$ cat config.mk
export PLATFORM = sky130hd
export DESIGN_NAME = writeback_queue
export DESIGN_NICKNAME = d
export VERILOG_FILES = /design/src/rtl/writeback_queue.sv
export SDC_FILE = /design/constraint.sdc
export NUM_CORES = 1
export LEC_CHECK = 0
export CORE_ASPECT_RATIO = 0.75
export CORE_MARGIN = 4
export CORE_UTILIZATION = 46
export CTS_CLUSTER_SIZE = 10
export DETAILED_ROUTE_END_ITERATION = 10
export PLACE_DENSITY = 0.69
export SLEW_MARGIN = 30
export SYNTH_ARGS = -nofsm -noshare
export SYNTH_HDL_FRONTEND = slang
export SYNTH_SLANG_ARGS = --single-unit
$ cat constraint.sdc
create_clock -name clk -period 4 [get_ports clk]
set_input_delay 0.6 -clock clk [delete_from_list [all_inputs] [get_ports clk]]
set_output_delay 0.6 -clock clk [all_outputs]
set_load 0.01 [all_outputs]
$ cat src/rtl/writeback_queue.sv
// ---------------------------------------------------------------------------
// writeback_queue
//
// Write-back stage in front of the register bank's single write port.
// Two producers (A = ALU pipe, B = load/multiply unit) offer results through
// valid/ready handshakes. A round-robin arbiter picks at most one per cycle.
// Accepted results go through a small FIFO into a registered write port.
// Writes to register 31 (XZR) are accepted and then dropped.
// Pending-destination flags let decode stall on read-after-write hazards.
//
// Ports
//   clk, rst_n                clock, asynchronous active-low reset
//   a_valid/a_ready/a_reg/a_data   producer A handshake and payload
//   b_valid/b_ready/b_reg/b_data   producer B handshake and payload
//   wb_hold                   register bank cannot take a write this cycle
//   wb_write/wb_register/wb_data   registered write to the register bank
//   chk_reg1/chk_reg2         decode source operands to test
//   pend1/pend2               operand has a write queued or in flight
//   occupancy                 valid FIFO entries + wb_write
// ---------------------------------------------------------------------------
module writeback_queue #(
   parameter int DATA_W = 64,
   parameter int ADDR_W = 5,
   parameter int DEPTH  = 4
) (
   input  logic                        clk,
   input  logic                        rst_n,
   input  logic                        a_valid,
   output logic                        a_ready,
   input  logic [ADDR_W-1:0]           a_reg,
   input  logic [DATA_W-1:0]           a_data,
   input  logic                        b_valid,
   output logic                        b_ready,
   input  logic [ADDR_W-1:0]           b_reg,
   input  logic [DATA_W-1:0]           b_data,
   input  logic                        wb_hold,
   output logic                        wb_write,
   output logic [ADDR_W-1:0]           wb_register,
   output logic [DATA_W-1:0]           wb_data,
   input  logic [ADDR_W-1:0]           chk_reg1,
   input  logic [ADDR_W-1:0]           chk_reg2,
   output logic                        pend1,
   output logic                        pend2,
   output logic [$clog2(DEPTH+2)-1:0]  occupancy
);

   localparam int PTR_W = (DEPTH > 1) ? $clog2(DEPTH) : 1;
   localparam int CNT_W = $clog2(DEPTH + 1);
   localparam int OCC_W = $clog2(DEPTH + 2);
   localparam logic [ADDR_W-1:0] XZR = '1;

   logic [ADDR_W-1:0] q_reg  [DEPTH];
   logic [DATA_W-1:0] q_data [DEPTH];
   logic [PTR_W-1:0]  rd_ptr;
   logic [PTR_W-1:0]  wr_ptr;
   logic [CNT_W-1:0]  count;
   logic              last_b;

   logic              grant_a;
   logic              grant_b;
   logic              fifo_full;
   logic              fifo_empty;
   logic              xfer_a;
   logic              xfer_b;
   logic [ADDR_W-1:0] in_reg;
   logic [DATA_W-1:0] in_data;
   logic              in_keep;
   logic              advance;
   logic              pop;
   logic              bypass;
   logic              push;

   // Arbitration: a lone requester wins; on a tie the producer that was not
   // granted last time wins. Readiness also requires room in the FIFO, even
   // when the result could bypass, which keeps the full condition simple.
   always_comb begin
      fifo_full  = (count == CNT_W'(DEPTH));
      fifo_empty = (count == '0);
      grant_a    = a_valid & (~b_valid | last_b);
      grant_b    = b_valid & (~a_valid | ~last_b);
      a_ready    = grant_a & ~fifo_full;
      b_ready    = grant_b & ~fifo_full;
      xfer_a     = a_valid & a_ready;
      xfer_b     = b_valid & b_ready;
      in_reg     = xfer_b ? b_reg  : a_reg;
      in_data    = xfer_b ? b_data : a_data;
      // XZR writes finish the handshake but leave no trace downstream.
      in_keep    = (xfer_a | xfer_b) & (in_reg != XZR);
   end

   // The output register moves whenever it is empty or the bank consumes it.
   // An empty FIFO lets a fresh result skip straight to the output so that
   // single-cycle latency holds; otherwise the result is enqueued.
   always_comb begin
      advance = ~wb_write | ~wb_hold;
      pop     = advance & ~fifo_empty;
      bypass  = advance & fifo_empty & in_keep;
      push    = in_keep & ~bypass;
   end

   // Round-robin pointer moves only on an accepted transfer, so a stalled
   // (full) grant does not cost the other producer its turn.
   always_ff @(posedge clk or negedge rst_n) begin
      if (!rst_n) begin
         last_b <= 1'b1;
      end else if (xfer_a) begin
         last_b <= 1'b0;
      end else if (xfer_b) begin
         last_b <= 1'b1;
      end
   end

   // FIFO pointers and count; pointers wrap naturally since DEPTH is 2^n.
   always_ff @(posedge clk or negedge rst_n) begin
      if (!rst_n) begin
         rd_ptr <= '0;
         wr_ptr <= '0;
         count  <= '0;
      end else begin
         if (push) wr_ptr <= wr_ptr + PTR_W'(1);
         if (pop)  rd_ptr <= rd_ptr + PTR_W'(1);
         if (push && !pop)      count <= count + CNT_W'(1);
         else if (pop && !push) count <= count - CNT_W'(1);
      end
   end

   // FIFO storage needs no reset: entries are qualified by count.
   always_ff @(posedge clk) begin
      if (push) begin
         q_reg[wr_ptr]  <= in_reg;
         q_data[wr_ptr] <= in_data;
      end
   end

   // Registered write port to the register bank.
   always_ff @(posedge clk or negedge rst_n) begin
      if (!rst_n) begin
         wb_write    <= 1'b0;
         wb_register <= '0;
         wb_data     <= '0;
      end else if (advance) begin
         if (pop) begin
            wb_write    <= 1'b1;
            wb_register <= q_reg[rd_ptr];
            wb_data     <= q_data[rd_ptr];
         end else if (bypass) begin
            wb_write    <= 1'b1;
            wb_register <= in_reg;
            wb_data     <= in_data;
         end else begin
            wb_write    <= 1'b0;
         end
      end
   end

   // Hazard check against every live FIFO slot and the in-flight write.
   // A slot is live when its distance from the read pointer is below count.
   always_comb begin
      logic [PTR_W-1:0] offset;
      logic             hit1;
      logic             hit2;
      offset = '0;
      hit1   = wb_write & (wb_register == chk_reg1);
      hit2   = wb_write & (wb_register == chk_reg2);
      for (int i = 0; i < DEPTH; i++) begin
         offset = PTR_W'(i) - rd_ptr;
         if (CNT_W'(offset) < count) begin
            if (q_reg[i] == chk_reg1) hit1 = 1'b1;
            if (q_reg[i] == chk_reg2) hit2 = 1'b1;
         end
      end
      pend1 = (chk_reg1 != XZR) & hit1;
      pend2 = (chk_reg2 != XZR) & hit2;
   end

   assign occupancy = OCC_W'(count) + OCC_W'(wb_write);

endmodule

=== After elaboration in Yosys (flattened, before gate mapping) ===
Memories as Yosys holds them, arrays and structs flattened.
Index checks and enable logic that the tools add are counted.

* Register bits: 78
* Bits in latches: 0
* Bits in writable memories: 276
* Memory bits (read-only): 0
* Bits of input ports: 153
* Output and inout bits: 77
* Word-level logic and storage cells: 102
* Memories kept: 2

{| class="wikitable"
|+ Memories
! memory !! words !! bits a word !! read ports !! clocked after Yosys merged registers in !! wr ports !! RTL line !! text
|-
| q_data || 4 || 64 || 1 || 0 || 1 || 53 || <nowiki>logic [DATA_W-1:0] q_data [DEPTH];</nowiki>
|-
| q_reg || 4 || 5 || 5 || 0 || 1 || 52 || <nowiki>logic [ADDR_W-1:0] q_reg [DEPTH];</nowiki>
|}

* Add/subtract/negate cells: 9
* Multipliers: 0
* Div/mod/pow operators: 0
* $lt $le $gt $ge: 4
* Eq/ne operators: 14
* Shifts and indexed selects: 0
* Multiplexer cells: 30
* Bitwise operators: 27
* Reductions and logical operators: 9

{| class="wikitable"
|+ Operator list
! cell !! number
|-
| $mux W64 || 3
|-
| $eq A5 B5 Y1 || 10
|-
| $mux W1 || 22
|-
| $and A1 B1 Y1 || 15
|-
| $mux W5 || 3
|-
| $ne A5 B5 Y1 const B || 3
|-
| $lt A2 B3 Y1 || 4
|-
| $not A1 Y1 || 8
|-
| $mux W3 || 2
|-
| $reduce_bool A2 Y1 || 3
|-
| $add A2 B1 Y2 const B || 2
|-
| $or A1 B1 Y1 || 4
|-
| $sub A1 B2 Y2 const A || 2
|-
| $sub A2 B2 Y2 const A || 2
|-
| $add A3 B1 Y3 || 1
|-
| $add A3 B1 Y3 const B || 1
|-
| $eq A3 B3 Y1 const B || 1
|-
| $logic_not A3 Y1 || 1
|-
| $sub A3 B1 Y3 const B || 1
|-
| $logic_and A1 B1 Y1 || 2
|-
| $logic_not A1 Y1 || 2
|-
| $reduce_and A2 Y1 || 1
|}

=== Longest topological paths before layout ===
Gate-level depths: netlist (run 1).

* Word-level depth: 15
* Depth in mapped cells: 11
* Depth with buffers taken out: 10

=== Least setup slack after synthesis (run 1) ===
No wires, ideal clock.

* Path type: input to register
* From: input port b_valid
* To: memory q_data[2][0], enable pin
* Data arrival time: 3.342 ns
* Path slack: 0.223 ns
* Cell stages on the path: 6
* Path buffers: 1
* Cells stage by stage: a21bo_1 > nand2b_1 > buf_2 > a311o_1 > nor2_1 > and2_1

* Longest elaborated chain between the ends: 12
* Elaborated cells on any way between the ends: 17

{| class="wikitable"
|+ Ends and longest elaborated chain
! element !! RTL line !! text
|-
| start: declaration || 32 || <nowiki>input logic b_valid,</nowiki>
|-
| parallel branches: the longest is 6 deep, another holds $mux W5 || n/a ||
|-
| $and A1 B1 Y1 (*) || 88 || <nowiki>in_keep = (xfer_a | xfer_b) & (in_reg != XZR);</nowiki>
|-
| $and A1 B1 Y1 || 97 || <nowiki>bypass = advance & fifo_empty & in_keep;</nowiki>
|-
| $not A1 Y1 || 98 || <nowiki>push = in_keep & ~bypass;</nowiki>
|-
| $and A1 B1 Y1 (*) || 98 ||
|-
| via push || 71 || <nowiki>logic push;</nowiki>
|-
| $mux W1 (*) || 129 || <nowiki>if (push) begin</nowiki>
|-
| $mux W1 (implied by the code) (*) || 131 || <nowiki>q_data[wr_ptr] <= in_data;</nowiki>
|-
| end: declaration || 53 ||
|}

Mark *: on every way through the listed nets, which the timed path passes.

=== Worst setup path in the final report (run 1) ===
* From: register count[1]
* To: output port pend1

* Longest elaborated chain between the ends: 9
* Elaborated cells on any way between the ends: 12

{| class="wikitable"
|+ Ends and longest elaborated chain
! element !! RTL line !! text
|-
| start: declaration || 56 || <nowiki>logic [CNT_W-1:0] count;</nowiki>
|-
| start signal: assignment || 122 || <nowiki>if (push && !pop) count <= count + CNT_W'(1);</nowiki>
|-
| start signal: assignment || 123 || <nowiki>else if (pop && !push) count <= count - CNT_W'(1);</nowiki>
|-
| $lt A2 B3 Y1 || 167 || <nowiki>if (CNT_W'(offset) < count) begin</nowiki>
|-
| $mux W1 || 167 ||
|-
| $mux W1 || 168 || <nowiki>if (q_reg[i] == chk_reg1) hit1 = 1'b1;</nowiki>
|-
| $mux W1 || 167 ||
|-
| $mux W1 || 168 ||
|-
| $mux W1 || 167 ||
|-
| $mux W1 || 168 ||
|-
| $mux W1 (*) || 167 ||
|-
| $and A1 B1 Y1 (*) || 172 || <nowiki>pend1 = (chk_reg1 != XZR) & hit1;</nowiki>
|-
| end: declaration || 42 || <nowiki>output logic pend1,</nowiki>
|}

Mark *: on every way between the ends. The rest lies on a longest branch, timed or not.

==> flow_metrics.py, run 1 <==
metrics = {
    "status": {
        "status": "finished, final reports clean",
    },
    "timing": {
        "max_slew_margin_pct": 51.15,
        "finalCriticalPeriod_ns": 3.675,
        "fmax_mhz": 272.1,
        "fin_skew_ns": 0.01224,
        "report.final.setup_viol": 0,
        "finalCritPeriodShare_pct": 91.86,
        "setup_tns_ns": 0,
        "hold_slack_ns": 0.08689,
        "tightest_slew_ns": 0.7327,
        "rsz0062_at_grt": "false",
        "maxSlewViolCount": 0,
        "hold_viol_final": 0,
    },
    "run": {
        "drv_cap": 0,
    },
    "synthesis": {
        "synthAdderAreaFrac_pct": 1.015,
        "synth_top_area_share_pct": 53.34,
        "synth-simple-area-share_pct": 1.554,
        "ys_types": 37,
        "syn_avg_cell_area_um2": 17.40,
        "synthTopCellsByArea": "edfxtp_1 (53%), dfrtp_1 (12%), mux4_2 (10%)",
        "synth_mux_area_share_pct": 24.04,
        "synthTopCellsByCount": "edfxtp_1 (276), mux2i_1 (138), dfrtp_1 (77), inv_1 (77), mux2_2 (71)",
        "synth_top_area_cell": "edfxtp_1",
        "ys_seq_area_share_pct": 65.91,
        "synth_compound_area_share_pct": 0.8939,
        "synth_top_family_by_area": "multiplexers",
        "synth_edf_count": 276,
        "ys_seq_elements": 354,
        "synth-main-ff-cell": "edfxtp_1",
        "syn_inst": 893,
        "yosysMostFrequentCell": "edfxtp_1",
        "ys_warn_count": 0,
        "syn-num-nets": 1058,
        "synth_xor_area_share_pct": 3.269,
        "syn_area_mm2": 0.01554,
        "synthArstFlopShare_pct": 22.03,
    },
    "detailed_routing": {
        "wl_per_cell_um": 21.09,
        "wl_um": 34000,
        "drtIter0Drc": 526,
        "dr.pass1.iters": 5,
        "drc": 0,
        "viasPerCell": 5.284,
        "postRouteAntennaNets": 0,
        "vias": 8518,
    },
    "floorplan": {
        "io_pins": 230,
        "die_area_mm2": 0.03681,
        "start_util_pct": 47.26,
        "dieHeight_um": 167.2,
        "row_count": 57,
        "core-area_mm2": 0.03288,
        "die_w_um": 220.2,
    },
    "critical_path": {
        "crit_start": "count[1]",
        "crit_path_end_kind": "primary output",
        "worst-endpoint-required_ns": 3.40,
        "crit_path_max_fanout": 7,
        "r2r_start": "count[2]",
        "crit_type": "register to primary output",
        "worstReg2RegEnd": "count[2]",
        "regToRegSetupSlack_ns": 0.83,
        "cp-start-kind": "register",
        "cp_data_arrival_time_ns": 3.07,
        "reg2reg_depth": 10,
        "endpoint": "pend1",
    },
    "place": {
        "dpl.hpwl_um": 21830,
        "place_congestion": 0.8557,
        "port-buffer-count": 229,
    },
    "pwr": {
        "leakage_uw": 0.007448,
        "irDropWorstVdd_mv": 0.4521,
        "power_density_mw_per_mm2": 755.8,
    },
    "layout": {
        "area_delta_synth_final_pct": 26.74,
        "largest_reg_flops": 256,
        "fill_cells": 2471,
        "drive_gt1_share_pct": 18.80,
        "diodes": 0,
        "nets": 1303,
    },
    "global_routing": {
        "grt_max_degree": 70,
        "grt_pass1_wl_um": 53140,
        "grt_pass1_vias": 9002,
        "antenna_found_initial": 0,
        "grt_overflow": 0,
        "gr-usage-all-layers_pct": 18.59,
    },
    "clock_network": {
        "clk_path_buf_depth": 3,
        "clkSlewWorstSetupHoldPaths_ns": 0.05,
        "htree_num_levels": 2,
        "root_buffer": "clkbuf_16",
        "postCtsHoldBufs": 0,
        "cts_buffers": 41,
        "cts_tree": "yes",
        "insertion_delay_ns": 0.52,
        "cts.sinks": 354,
    },
    "hold_path": {
        "hp-class": "primary input to asynchronous set/reset pin",
    },
}
==> report_power, final <==
group	total [µW]	internal (µW)	switching [µW]
registers	6140	5530	603
clock network	3380	2000	1370
logic	5370	2740	2630
==> timing repair <==
item | in CTS | in global routing
resized for setup | 0 | 1
buffers inserted | 0 | 1
endpoints found under the setup margin | 0 | 2
==> metrics by stage <==
stage	setup slack (ns)	instance area (µm²)	cells	util [%]	total power, µW
4_1_cts	0.2431	19660	1611	59.79	15060
3_3_place_gp	0.5663	18450	1536	56.11	11520
5_1_grt	0.06205	19690	1612	59.89	15760
2_1_floorplan	0.2231	15540	893	-	9401
3_5_place_dp	0.5254	18450	1536	56.12	11630
6_report	0.3255	19690	1612	59.89	14880
==> logic make-up after synthesis <==
kind of cell    count (synthesis)
flops                         354
mux                           278
buf+inv                       128
xor+xnor                       58
simple gates                   44
compound gates                 19
fa+ha+maj                      12
==> critical path: stages (launching register included) <==
cell,delay [ns]
dfrtp_1,0.54
inv_1,0.17
ha_1,0.32
a21boi_0,0.13
o21bai_1,0.22
nand3_1,0.11
nor4_1,0.28
a2bb2oi_1,0.23
clkdlybuf4s50_1,0.56
==> cells in the final DEF (no fill, tap or decap), types with 8 or more instances in the layout <==
master and n:
edfxtp_1 276, clkdlybuf4s50_1 228, mux2i_1 138, inv_1 77
dfrtp_1 75, mux2_2 71, mux4_2 69, xor2_1 44
clkbuf_16 42, clkbuf_1 30, xnor2_1 14, buf_4 13
ha_1 11, nor2_1 9, buf_12 8
==> worst min-delay path by stage <==
stage / end / slack, ns / cells after the start
2_1_floorplan: count[0] / 0.30 / 0
3_3_place_gp: last_b / 0.50 / 2
3_5_place_dp: wb_data[49] / 0.51 / 2
4_1_cts: wb_data[63] / 0.22 / 1
5_1_grt: wb_data[2] / 0.12 / 1
6_report: wb_data[0] / 0.09 / 1
==> per-layer routing <==
| metal | up-vias | share of wire (%) | track usage (%) |
|---|---|---|---|
| li1 | 3880 | - | - |
| met1 | 4348 | 46 | 28.03 |
| met2 | 256 | 47 | 28.72 |
| met3 | 34 | 5.8 | 3.569 |
| met4 | 0 | 1.1 | 3.493 |
| met5 | - | 0 | 0 |
==> final cells by class <==
cell class / count / area, µm² / area share (%)
clock buffer: 74 / 1191 / 6.049
clock inverter: 1 / 16.27 / 0.08260
inverter: 78 / 295.3 / 1.500
multi-input combinational: 411 / 4813 / 24.44
sequential: 354 / 10250 / 52.05
tap: 442 / 553.0 / 2.808
timing repair buffer: 252 / 2574 / 13.07
No activity file was read; power rests on OpenSTA's default activity.
==> inputs of run 2 (changes only) <==
--- a/config.mk
+++ b/config.mk
@@ -6,7 +6,7 @@
 export NUM_CORES = 1
 export LEC_CHECK = 0
 export CORE_ASPECT_RATIO = 0.75
-export CORE_MARGIN = 4
+export CORE_MARGIN = 2
 export CORE_UTILIZATION = 46
 export CTS_CLUSTER_SIZE = 10
 export DETAILED_ROUTE_END_ITERATION = 10
==> run 2 against run 1 <==
Compared with the run above: clock power is 2% lower; worst hold slack worse by 0.015 ns; final cell count rose by 0.37%; worst setup slack got worse by 0.027 ns; register-to-register slack gained 0.04 ns; core utilization down 1.1 points; critical path depth is the same; global-route usage is 0.86 points higher; final area fell by 0.36%; wire length down 1.1%; clock-buffer cell count is 3 lower; fmax is 0.73% lower; critical path type unchanged; largest power group unchanged.
==> flow_metrics.py, run 2 (synthesis results as in run 1) <==
metrics = {
    "status": {
        "status": "finished, final reports clean",
    },
    "timing": {
        "finalCriticalPeriod_ns": 3.701,
        "max_slew_margin_pct": 50.37,
        "setup_tns_ns": 0,
        "report.final.setup_viol": 0,
        "hold_viol_final": 0,
        "fmax_mhz": 270.2,
        "tightest_slew_ns": 0.7444,
        "finalCritPeriodShare_pct": 92.54,
        "fin_skew_ns": 0.01281,
        "maxSlewViolCount": 0,
        "rsz0062_at_grt": "false",
    },
    "layout": {
        "drive_gt1_share_pct": 18.58,
        "area_delta_synth_final_pct": 26.28,
        "diodes": 0,
        "final_cell_mix": "edfxtp_1 (276), clkdlybuf4s50_1 (228), mux2i_1 (138)",
        "largest_reg_flops": 256,
        "final_common_cell": "edfxtp_1",
        "nets": 1302,
        "fin_util_pct": 58.78,
        "fill_cells": 2588,
    },
    "detailed_routing": {
        "viasPerCell": 5.282,
        "postRouteAntennaNets": 0,
        "wl_per_cell_um": 20.79,
        "dr.pass1.iters": 5,
        "wl_um": 33630,
        "vias": 8546,
        "drc": 0,
        "drtIter0Drc": 551,
    },
    "pwr": {
        "irDropWorstVdd_mv": 0.3858,
        "power_density_mw_per_mm2": 752.0,
        "leakage_uw": 0.007414,
    },
    "floorplan": {
        "io_pins": 230,
        "dieHeight_um": 163.2,
        "die_area_mm2": 0.03528,
        "die_w_um": 216.2,
        "row_count": 58,
        "core-area_mm2": 0.03338,
        "start_util_pct": 46.54,
    },
    "critical_path": {
        "crit_slowest_cell": "clkdlybuf4s50_1",
        "cp.buffers_inverters": 2,
        "worst-endpoint-required_ns": 3.40,
        "crit_chain": "inv_1 > ha_1 > a21boi_0 > o21bai_1 > nand3_1 > nor4_1 > a2bb2oi_1 > clkdlybuf4s50_1",
        "regToRegSetupSlack_ns": 0.87,
        "slowest_delay_ns": 0.57,
        "cp-start-kind": "register",
        "crit_path_end_kind": "primary output",
        "crit_type": "register to primary output",
        "crit_family": "buffers and inverters",
        "cp_data_arrival_time_ns": 3.10,
        "crit_path_max_fanout": 7,
    },
    "global_routing": {
        "grt_pass1_vias": 8954,
        "gr-usage-all-layers_pct": 19.45,
        "grt_pass1_wl_um": 52790,
        "grt_overflow": 0,
        "grt_max_degree": 59,
        "antenna_found_initial": 0,
    },
    "clock_network": {
        "post_cts_buffers": 0,
        "cts_tree": "yes",
        "cts.sinks": 354,
        "clk_path_buf_depth": 3,
        "root_buffer": "clkbuf_16",
        "insertion_delay_ns": 0.53,
        "postCtsHoldBufs": 0,
        "cts_buffers": 41,
        "cts_resized": 0,
        "htree_num_levels": 2,
        "clkSlewWorstSetupHoldPaths_ns": 0.06,
    },
    "hold_path": {
        "hp-class": "primary input to asynchronous set/reset pin",
    },
    "run": {
        "drv_cap": 0,
    },
    "place": {
        "port-buffer-count": 229,
        "place_congestion": 0.8569,
        "dpl.hpwl_um": 21720,
    },
}
[run 2: layout make-up]
class	count	area, µm²	area share, %
Sequential cell	354	10250	52.23
Clock inverter	3	22.52	0.1148
Tap cell	450	563.0	2.870
Clock buffer	71	1139	5.803
Multi-Input combinational cell	411	4807	24.50
Timing Repair Buffer	251	2546	12.98
Inverter	78	295.3	1.505
[run 2: worst paths after layout]
check,start,endpoint,cells after the start
setup reg to reg,count[2],count[2],10
min in group clk,wb_data[44],wb_data[44],2
hold reg to reg,wb_data[44],wb_data[44],2
setup / recovery,count[1],pend1,8
hold / removal,rst_n,wb_data[6],1
max in group asynchronous,rst_n,wb_data[19],2
[run 2: per-stage QoR]
stage,total power [µW],setup slack [ns],instances,instance area (µm²),hold slack [ns]
after floorplan,9401,0.2231,893,15540,0.3044
after global placement,11500,0.5888,1543,18440,0.4920
after detailed placement,11610,0.5669,1544,18460,0.5135
after CTS,14950,0.3298,1618,19620,0.2244
after global routing,15620,0.1531,1618,19620,0.1153
final,14750,0.2985,1618,19620,0.07209
[run 2: metal layers]
layer | track usage (%) | wire length (µm) | up-vias
met2 | 29.31 | 14940 | 246
met5 | 0 | 0 | -
li1 | - | - | 3876
met1 | 29.60 | 16230 | 4381
met4 | 4.110 | 494 | 0
met3 | 3.743 | 1967 | 43
[run 2: where the power goes]
part           leakage (µW)  internal, µW  switching (µW)  total, µW
Clock              0.000554          1920            1380       3300
Combinational       0.00341          2710            2650       5360
Sequential          0.00345          5530             564       6100
